`config.mk`:
```
export PLATFORM = sky130hd
export DESIGN_NAME = cpu64_l1_probe_unit
export DESIGN_NICKNAME = d
export VERILOG_FILES = /design/src/rtl/cpu64_tl_pkg.sv /design/src/rtl/cpu64_l1_probe_decide.sv /design/src/rtl/cpu64_l1_probe_unit.sv
export SDC_FILE = /design/constraint.sdc
export NUM_CORES = 1
export LEC_CHECK = 0
export CORE_ASPECT_RATIO = 0.75
export CORE_UTILIZATION = 27
export DETAILED_ROUTE_END_ITERATION = 6
export PLACE_DENSITY = 0.57
export SLEW_MARGIN = 20
export SYNTH_ARGS = -nofsm -noshare
export SYNTH_HDL_FRONTEND = slang
export SYNTH_SLANG_ARGS = --single-unit
```
`constraint.sdc`:
```
create_clock -name clk -period 2.6 [get_ports clk]
set_input_delay 0.78 -clock clk [delete_from_list [all_inputs] [get_ports clk]]
set_output_delay 0.78 -clock clk [all_outputs]
set_load 0.005 [all_outputs]
```
`src/rtl/cpu64_tl_pkg.sv`:
```
// Shared TileLink encodings for the L1 probe path: probe caps, line states,
// C-channel opcodes, probe report params and the probe decision record.
package cpu64_tl_pkg;

    // Permission cap carried by a B-channel Probe.
    typedef enum logic [1:0] {
        CAP_TO_T = 2'd0,
        CAP_TO_B = 2'd1,
        CAP_TO_N = 2'd2
    } cap_e;

    // Coherence state of an L1 line as held in the tag array.
    typedef enum logic [1:0] {
        LINE_N = 2'd0,
        LINE_B = 2'd1,
        LINE_T = 2'd2
    } line_state_e;

    // C-channel opcodes used to answer a probe.
    typedef enum logic [2:0] {
        OP_PROBE_ACK      = 3'd4,
        OP_PROBE_ACK_DATA = 3'd5
    } c_opcode_e;

    // Report params: the permission transition the L1 performed.
    typedef enum logic [2:0] {
        REP_T_TO_B = 3'd0,
        REP_T_TO_N = 3'd1,
        REP_B_TO_N = 3'd2,
        REP_T_TO_T = 3'd3,
        REP_B_TO_B = 3'd4,
        REP_N_TO_N = 3'd5
    } report_e;

    // Everything the FSM needs to know once the tag lookup is back.
    typedef struct packed {
        logic       with_data;  // dirty line: answer with ProbeAckData
        logic [2:0] opcode;
        logic [2:0] param;
        logic       update;     // line state changes, write the tag back
        logic [1:0] new_state;
        logic       new_dirty;
    } probe_resp_t;

endpackage

```
`src/rtl/cpu64_l1_probe_decide.sv`:
```
// Combinational probe decision: maps the tag lookup result and the probe cap
// onto the response opcode/param and the tag write-back, if any.
module cpu64_l1_probe_decide
    import cpu64_tl_pkg::*;
(
    input  logic        hit,
    input  logic [1:0]  line_state,
    input  logic        dirty,
    input  logic [1:0]  cap,
    output probe_resp_t resp
);

    // Decision table; a miss and an N line both report NtoN.
    always_comb begin
        // NOTE: every field gets a default first so this block can never infer a latch.
        resp           = '0;
        resp.opcode    = OP_PROBE_ACK;
        resp.param     = REP_N_TO_N;
        resp.new_state = LINE_N;

        if (hit && line_state == LINE_B) begin
            if (cap == CAP_TO_N) begin
                resp.param     = REP_B_TO_N;
                resp.update    = 1'b1;
                resp.new_state = LINE_N;
            end else begin
                resp.param     = REP_B_TO_B;
            end
        end else if (hit && line_state == LINE_T) begin
            if (cap == CAP_TO_B || cap == CAP_TO_N) begin
                resp.param     = (cap == CAP_TO_B) ? REP_T_TO_B : REP_T_TO_N;
                resp.update    = 1'b1;
                resp.new_state = (cap == CAP_TO_B) ? LINE_B : LINE_N;
                resp.new_dirty = 1'b0;
                if (dirty) begin
                    resp.with_data = 1'b1;
                    resp.opcode    = OP_PROBE_ACK_DATA;
                end
            end else begin
                resp.param     = REP_T_TO_T;
            end
        end
    end

endmodule

```
`src/rtl/cpu64_l1_probe_unit.sv`:
```
// L1 probe unit: accepts one TileLink B-channel Probe at a time, looks up the
// tag array, answers on the C channel (ProbeAck or a full-line ProbeAckData)
// and writes back the downgraded tag state.
// Build option: define CPU64_L1_PROBE_CONFLICT_EN to stall the tag lookup
// while conflict_i reports that the L1 MSHR owns the same line.
module cpu64_l1_probe_unit
    import cpu64_tl_pkg::*;
#(
    parameter int ADDR_W   = 64,
    parameter int SOURCE_W = 6,
    parameter int DATA_W   = 64,
    parameter int BEATS    = 8
) (
    input  logic                     clk,
    input  logic                     rst_n,
    input  logic                     b_valid_i,
    output logic                     b_ready_o,
    input  logic [1:0]               b_param_i,
    input  logic [ADDR_W-1:0]        b_addr_i,
    input  logic [SOURCE_W-1:0]      b_source_i,
    output logic                     tag_req_o,
    output logic [ADDR_W-1:0]        tag_addr_o,
    input  logic                     tag_hit_i,
    input  logic [1:0]               tag_state_i,
    input  logic                     tag_dirty_i,
    output logic                     tag_wr_o,
    output logic [1:0]               tag_wstate_o,
    output logic                     tag_wdirty_o,
    output logic                     data_req_o,
    output logic [$clog2(BEATS)-1:0] data_beat_o,
    input  logic [DATA_W-1:0]        data_rdata_i,
    output logic                     c_valid_o,
    input  logic                     c_ready_i,
    output logic [2:0]               c_opcode_o,
    output logic [2:0]               c_param_o,
    output logic [ADDR_W-1:0]        c_addr_o,
    output logic [SOURCE_W-1:0]      c_source_o,
    output logic [DATA_W-1:0]        c_data_o,
    output logic                     c_last_o,
    output logic                     busy_o,
    input  logic                     conflict_i
);

    // BEATS is expected to be a power of two of at least 2.
    localparam int                BEAT_W    = $clog2(BEATS);
    localparam logic [BEAT_W-1:0] LAST_BEAT = BEAT_W'(BEATS - 1);

    typedef enum logic [2:0] {
        IDLE, LOOKUP, DECIDE, READ, SEND, ACK, UPDATE
    } state_e;

    state_e              state_q, state_d;
    logic [1:0]          cap_q;
    logic [ADDR_W-1:0]   addr_q;
    logic [SOURCE_W-1:0] source_q;
    logic [BEAT_W-1:0]   beat_q;
    probe_resp_t         resp_d, resp_q;
    logic [DATA_W-1:0]   data_q;
    logic                hold_q;   // data_q holds the beat while C is stalled
    logic                rdy_q;    // keeps b_ready_o low until reset is released
    logic                accept;
    logic                stall;
    logic                last_beat;

`ifdef CPU64_L1_PROBE_CONFLICT_EN
    assign stall = conflict_i;
`else
    logic unused_conflict;
    assign unused_conflict = conflict_i;
    assign stall           = 1'b0;
`endif

    cpu64_l1_probe_decide u_decide (
        .hit        (tag_hit_i),
        .line_state (tag_state_i),
        .dirty      (tag_dirty_i),
        .cap        (cap_q),
        .resp       (resp_d)
    );

    assign b_ready_o    = (state_q == IDLE) && rdy_q;
    assign accept       = b_valid_i && b_ready_o;
    assign busy_o       = (state_q != IDLE);
    assign last_beat    = (beat_q == LAST_BEAT);
    assign tag_addr_o   = addr_q;
    assign tag_wstate_o = resp_q.new_state;
    assign tag_wdirty_o = resp_q.new_dirty;
    assign data_beat_o  = beat_q;
    assign c_opcode_o   = resp_q.opcode;
    assign c_param_o    = resp_q.param;
    assign c_addr_o     = addr_q;
    assign c_source_o   = source_q;

    // Next-state selection and the per-state strobes.
    always_comb begin
        state_d    = state_q;
        tag_req_o  = 1'b0;
        tag_wr_o   = 1'b0;
        data_req_o = 1'b0;
        c_valid_o  = 1'b0;
        c_last_o   = 1'b0;
        c_data_o   = '0;

        unique case (state_q)
            IDLE: begin
                if (accept) state_d = LOOKUP;
            end
            LOOKUP: begin
                if (!stall) begin
                    tag_req_o = 1'b1;
                    state_d   = DECIDE;
                end
            end
            DECIDE: begin
                state_d = resp_d.with_data ? READ : ACK;
            end
            READ: begin
                data_req_o = 1'b1;
                state_d    = SEND;
            end
            SEND: begin
                c_valid_o = 1'b1;
                c_last_o  = last_beat;
                // The array only drives read data for one cycle; afterwards
                // the captured copy keeps the beat stable under backpressure.
                if (resp_q.with_data) c_data_o = hold_q ? data_q : data_rdata_i;
                if (c_ready_i) state_d = last_beat ? UPDATE : READ;
            end
            ACK: begin
                c_valid_o = 1'b1;
                c_last_o  = 1'b1;
                if (c_ready_i) state_d = UPDATE;
            end
            UPDATE: begin
                tag_wr_o = resp_q.update;
                state_d  = IDLE;
            end
            default: state_d = IDLE;
        endcase
    end

    // FSM state register; reset abandons any probe in flight.
    always_ff @(posedge clk or negedge rst_n) begin
        // NOTE: clocked state uses non-blocking assignments so every flop samples pre-edge values.
        if (!rst_n) state_q <= IDLE;
        else        state_q <= state_d;
    end

    // Probe capture, decision register, beat counter and beat data hold.
    always_ff @(posedge clk or negedge rst_n) begin
        if (!rst_n) begin
            rdy_q    <= 1'b0;
            cap_q    <= '0;
            addr_q   <= '0;
            source_q <= '0;
            beat_q   <= '0;
            resp_q   <= '0;
            data_q   <= '0;
            hold_q   <= 1'b0;
        end else begin
            rdy_q <= 1'b1;
            case (state_q)
                IDLE: begin
                    if (accept) begin
                        cap_q    <= b_param_i;
                        addr_q   <= b_addr_i;
                        source_q <= b_source_i;
                    end
                end
                DECIDE: begin
                    resp_q <= resp_d;
                    beat_q <= '0;
                end
                SEND: begin
                    if (c_ready_i) begin
                        hold_q <= 1'b0;
                        beat_q <= last_beat ? '0 : beat_q + BEAT_W'(1);
                    end else if (!hold_q) begin
                        hold_q <= 1'b1;
                        data_q <= data_rdata_i;
                    end
                end
                default: ;
            endcase
        end
    end

endmodule
```
==> run summary <==
Post-Syn Instances - 589
Area of combinational cells with multiple inputs - 0.003221 mm²
Average cell area after synthesis - 12.52 µm²
Wirelength, routed - 21.99 mm
Worst clock skew - 7.925 ps
Largest net degree at the start of global routing - 39
Total clock buffers created by CTS - 17
Final TNS setup - -903.2 ps
Setup repair after global routing missed its margin - yes
Summed instance area of the synthesized netlist - 0.007375 mm²
Post-synth cell types - 36
Crit end category - primary output
Worst R2R Setup Slack - 650 ps
Failing checks - DRC, setup timing
Synth-to-layout area growth - 62.89%
Share of layout cells above drive strength 1 - 0.3704
Floorplan Core Area - 0.02642 mm²
Total grt overflow - 0
Count of antenna diodes in the layout - 0
Vias in the first global route - 5,753
Fin nets - 1,054
Count of hold buffers inserted by post-cts repair - 0
Sequential standard cell area - 0.003784 mm²
Initial antenna violation count - 0
Data arrival time of the critical path - 1860 ps
Pre-CTS worst setup slack - -199.1 ps
Min Clock Period, post-route - 2642 ps
Final-report max-slew violation count - 0
Max H-tree Level - 4
FMAX - 378.5 MHz
Starting Density - 0.2792
Crit path largest cell delay - 420 ps
Worst-Skew Late Latency - 430 ps
Via density per instance - 4.368
Power per cell area - 1051 mW/mm²
Total of max-cap violations - 0
Routed vias - 5,512
Antenna Nets Post-Route - 0
Placed Instances - 1,214
Largest cells by area after synthesis - sky130_fd_sc_hd__dfrtp_1, sky130_fd_sc_hd__mux2_2, sky130_fd_sc_hd__mux2i_1, sky130_fd_sc_hd__buf_4, sky130_fd_sc_hd__nor2_1
Routability congestion estimate - 0.7140
Tightest slew margin relative to the limit - 0.5318
Most frequent cell on the critical path - sky130_fd_sc_hd__buf_6
First-pass GRT wire length - 33.63 mm
Die Footprint - 0.02799 mm²
Highest ir drop seen on vdd - 0.5829 mV
Wl on met1 - 10.08 mm
Leakage power - 5.311 nW
Top Layer Used - met4
CTS max path bufs - 2
Std cell rows - 51
Clock tree from TritonCTS - built
Warnings from Yosys - 0
Buffer type at the clock tree root - sky130_fd_sc_hd__clkbuf_16
Wire length per cell after detailed routing - 17.42 µm
Crit-path slowest cell - sky130_fd_sc_hd__dfrtp_1
Worst Path Class, Setup - register to primary output
WL met3 - 1.368 mm
Crit path cell chain - nor3b_4 > nand2_4 > buf_6 > buf_6 > buf_16 > nor2_4 > buf_6
WP data required - 1820 ps
Top cell type's share of synthesized area - 0.5124
Number of DRC violations after detailed-routing iteration 0 - 195
Least setup slack across all paths after layout - -42.06 ps
Endpoints failing hold - 0
Setup Viol. Count Final - 34
Clock slew at reported path FFs - 70 ps
Ratio of final minimum period to clock period - 1.016
Residual DRC - 37
Worst Max-Slew Pin Slew - 700.7 ps
Height of the die - 145.1 µm
Width of the die - 192.8 µm
Number of non-filler instances in the completed layout - 1,262
Worst-path maximum fanout - 8
Overall track demand over capacity in global routing - 0.1582
Type of the worst min-delay path - input pin to asynchronous set/reset pin
Met2 routed wirelength - 10.28 mm
Post-synthesis cell type with the largest combined area - sky130_fd_sc_hd__dfrtp_1
Final Util - 0.4547
Startpoint kind of the worst setup timing path - register
Clk sinks - 151
DR pass1 iterations - 6
Post-layout power - 12.62 mW
#FFs+latches synth - 151
Result of the run - complete, but fails checks
Filler Cells Inserted - 2,448
Post-synthesis sequential area ratio - 0.5124
Count of boundary I/O pins - 362
Count of buffers from port buffering - 357
HPWL Detailed - 15.08 mm
## flip-flops by register name, summed over array words and instances, names as in the netlist, 2 cells and up
register,flops
state_q,3
c_addr_o,64
data_beat_o,3
data_q,64
cap_q,2
c_opcode_o,2
c_param_o,3
c_source_o,6
## synthesized netlist by cell type
cell                          n
sky130_fd_sc_hd__dfrtp_1    151
sky130_fd_sc_hd__mux2_2     129
sky130_fd_sc_hd__buf_4       73
sky130_fd_sc_hd__nor2_1      72
sky130_fd_sc_hd__mux2i_1     65
sky130_fd_sc_hd__clkbuf_1    11
sky130_fd_sc_hd__nand2_1     10
sky130_fd_sc_hd__buf_2        8
sky130_fd_sc_hd__buf_6        7
sky130_fd_sc_hd__inv_1        7
sky130_fd_sc_hd__mux2_1       7
sky130_fd_sc_hd__a22o_1       6
sky130_fd_sc_hd__a21oi_1      5
sky130_fd_sc_hd__buf_1        4
sky130_fd_sc_hd__ha_1         4
sky130_fd_sc_hd__nor3b_1      4
sky130_fd_sc_hd__o21ai_0      3
sky130_fd_sc_hd__a31oi_1      2
sky130_fd_sc_hd__conb_1       2
sky130_fd_sc_hd__nand2b_1     2
sky130_fd_sc_hd__nand3_1      2
sky130_fd_sc_hd__a21o_1       1
sky130_fd_sc_hd__and3b_1      1
sky130_fd_sc_hd__and4_1       1
sky130_fd_sc_hd__and4b_1      1
sky130_fd_sc_hd__nand2_2      1
sky130_fd_sc_hd__nand3b_1     1
sky130_fd_sc_hd__nor2_8       1
sky130_fd_sc_hd__nor3_1       1
sky130_fd_sc_hd__nor3b_2      1
sky130_fd_sc_hd__nor4bb_1     1
sky130_fd_sc_hd__o2bb2ai_1    1
sky130_fd_sc_hd__o31ai_1      1
sky130_fd_sc_hd__o32ai_1      1
sky130_fd_sc_hd__or3_4        1
sky130_fd_sc_hd__or3b_2       1
## report_power, final
| part | switching [mW] | internal, mW |
|---|---|---|
| sequential | 0.761 | 3.48 |
| clock | 1.10 | 1.63 |
| combinational | 1.99 | 3.66 |
## area by class of cell
class                      count  area share
timing repair buffer         398      0.3257
sequential                   151      0.3150
multi-input combinational    330      0.2681
tap                          344     0.03583
clock buffer                  17     0.03541
clock inverter                15     0.01781
inverter                       7    0.002187
## final timing paths
| path | start | end | cells past startpoint |
|---|---|---|---|
| max | state_q[1] | c_data_o[30] | 7 |
| min | rst_n | data_q[16] | 1 |
| max reg2reg | state_q[0] | c_addr_o[21] | 5 |
| min reg2reg | resp_q[3] | resp_q[3] | 2 |
| max in group asynchronous | rst_n | data_q[0] | 2 |
| min in group clk | resp_q[3] | resp_q[3] | 2 |
## critical path, delay by kind of cell, from the launching register on
family / cells / cell delay, ps
and+or+nand+nor: 3 / 480
DFF: 1 / 420
buffers and inverters: 4 / 530
## metrics by stage
| stage | instance area (µm²) | hold slack [ps] |
|---|---|---|
| after floorplan | 7382 | 431.6 |
| after global placement | 10950 | 456.5 |
| after detailed placement | 10950 | 461.0 |
| after CTS | 11730 | 268.5 |
| after global routing | 12010 | 278.2 |
| final | 12010 | 271.8 |
## placed cells by master (no fill, tap or decap), drive strengths merged, types with 6 or more instances in the layout
cell | synthesis | final
dfrtp | 151 | 151
mux2i | 65 | 65
clkdlybuf4s50 | 0 | 286
nand2 | 11 | 11
buf | 92 | 92
a22o | 6 | 6
inv | 7 | 14
nor2 | 73 | 73
clkbuf | 11 | 20
mux2 | 136 | 136
clkdlybuf4s15 | 0 | 12
## cells by family (layout without fill, tap and decap cells)
| family | Yosys count | in the layout | synth area share |
|---|---|---|---|
| buffers and inverters | 110 | 437 | 0.1016 |
| AOI/OAI and AO/OA | 20 | 20 | 0.01866 |
| and+or+nand+nor | 101 | 101 | 0.06363 |
| muxes | 201 | 201 | 0.2959 |
| adders and majority gates | 4 | 4 | 0.006787 |
| DFF | 151 | 151 | 0.5124 |
| other | 2 | 4 | 0.001018 |
## per-layer routing
layer	vias up	track usage
met2	179	0.2486
met4	0	0.04370
li1	2586	-
met5	-	0
met3	15	0.04161
met1	2732	0.2123
## what timing repair did
action,in CTS,in global routing
endpoints found under the setup margin,71,66
gates cloned,6,0
buffers inserted,6,5
resized for setup,302,76
pin swaps,25,16
(Power assumes the default switching activity.)
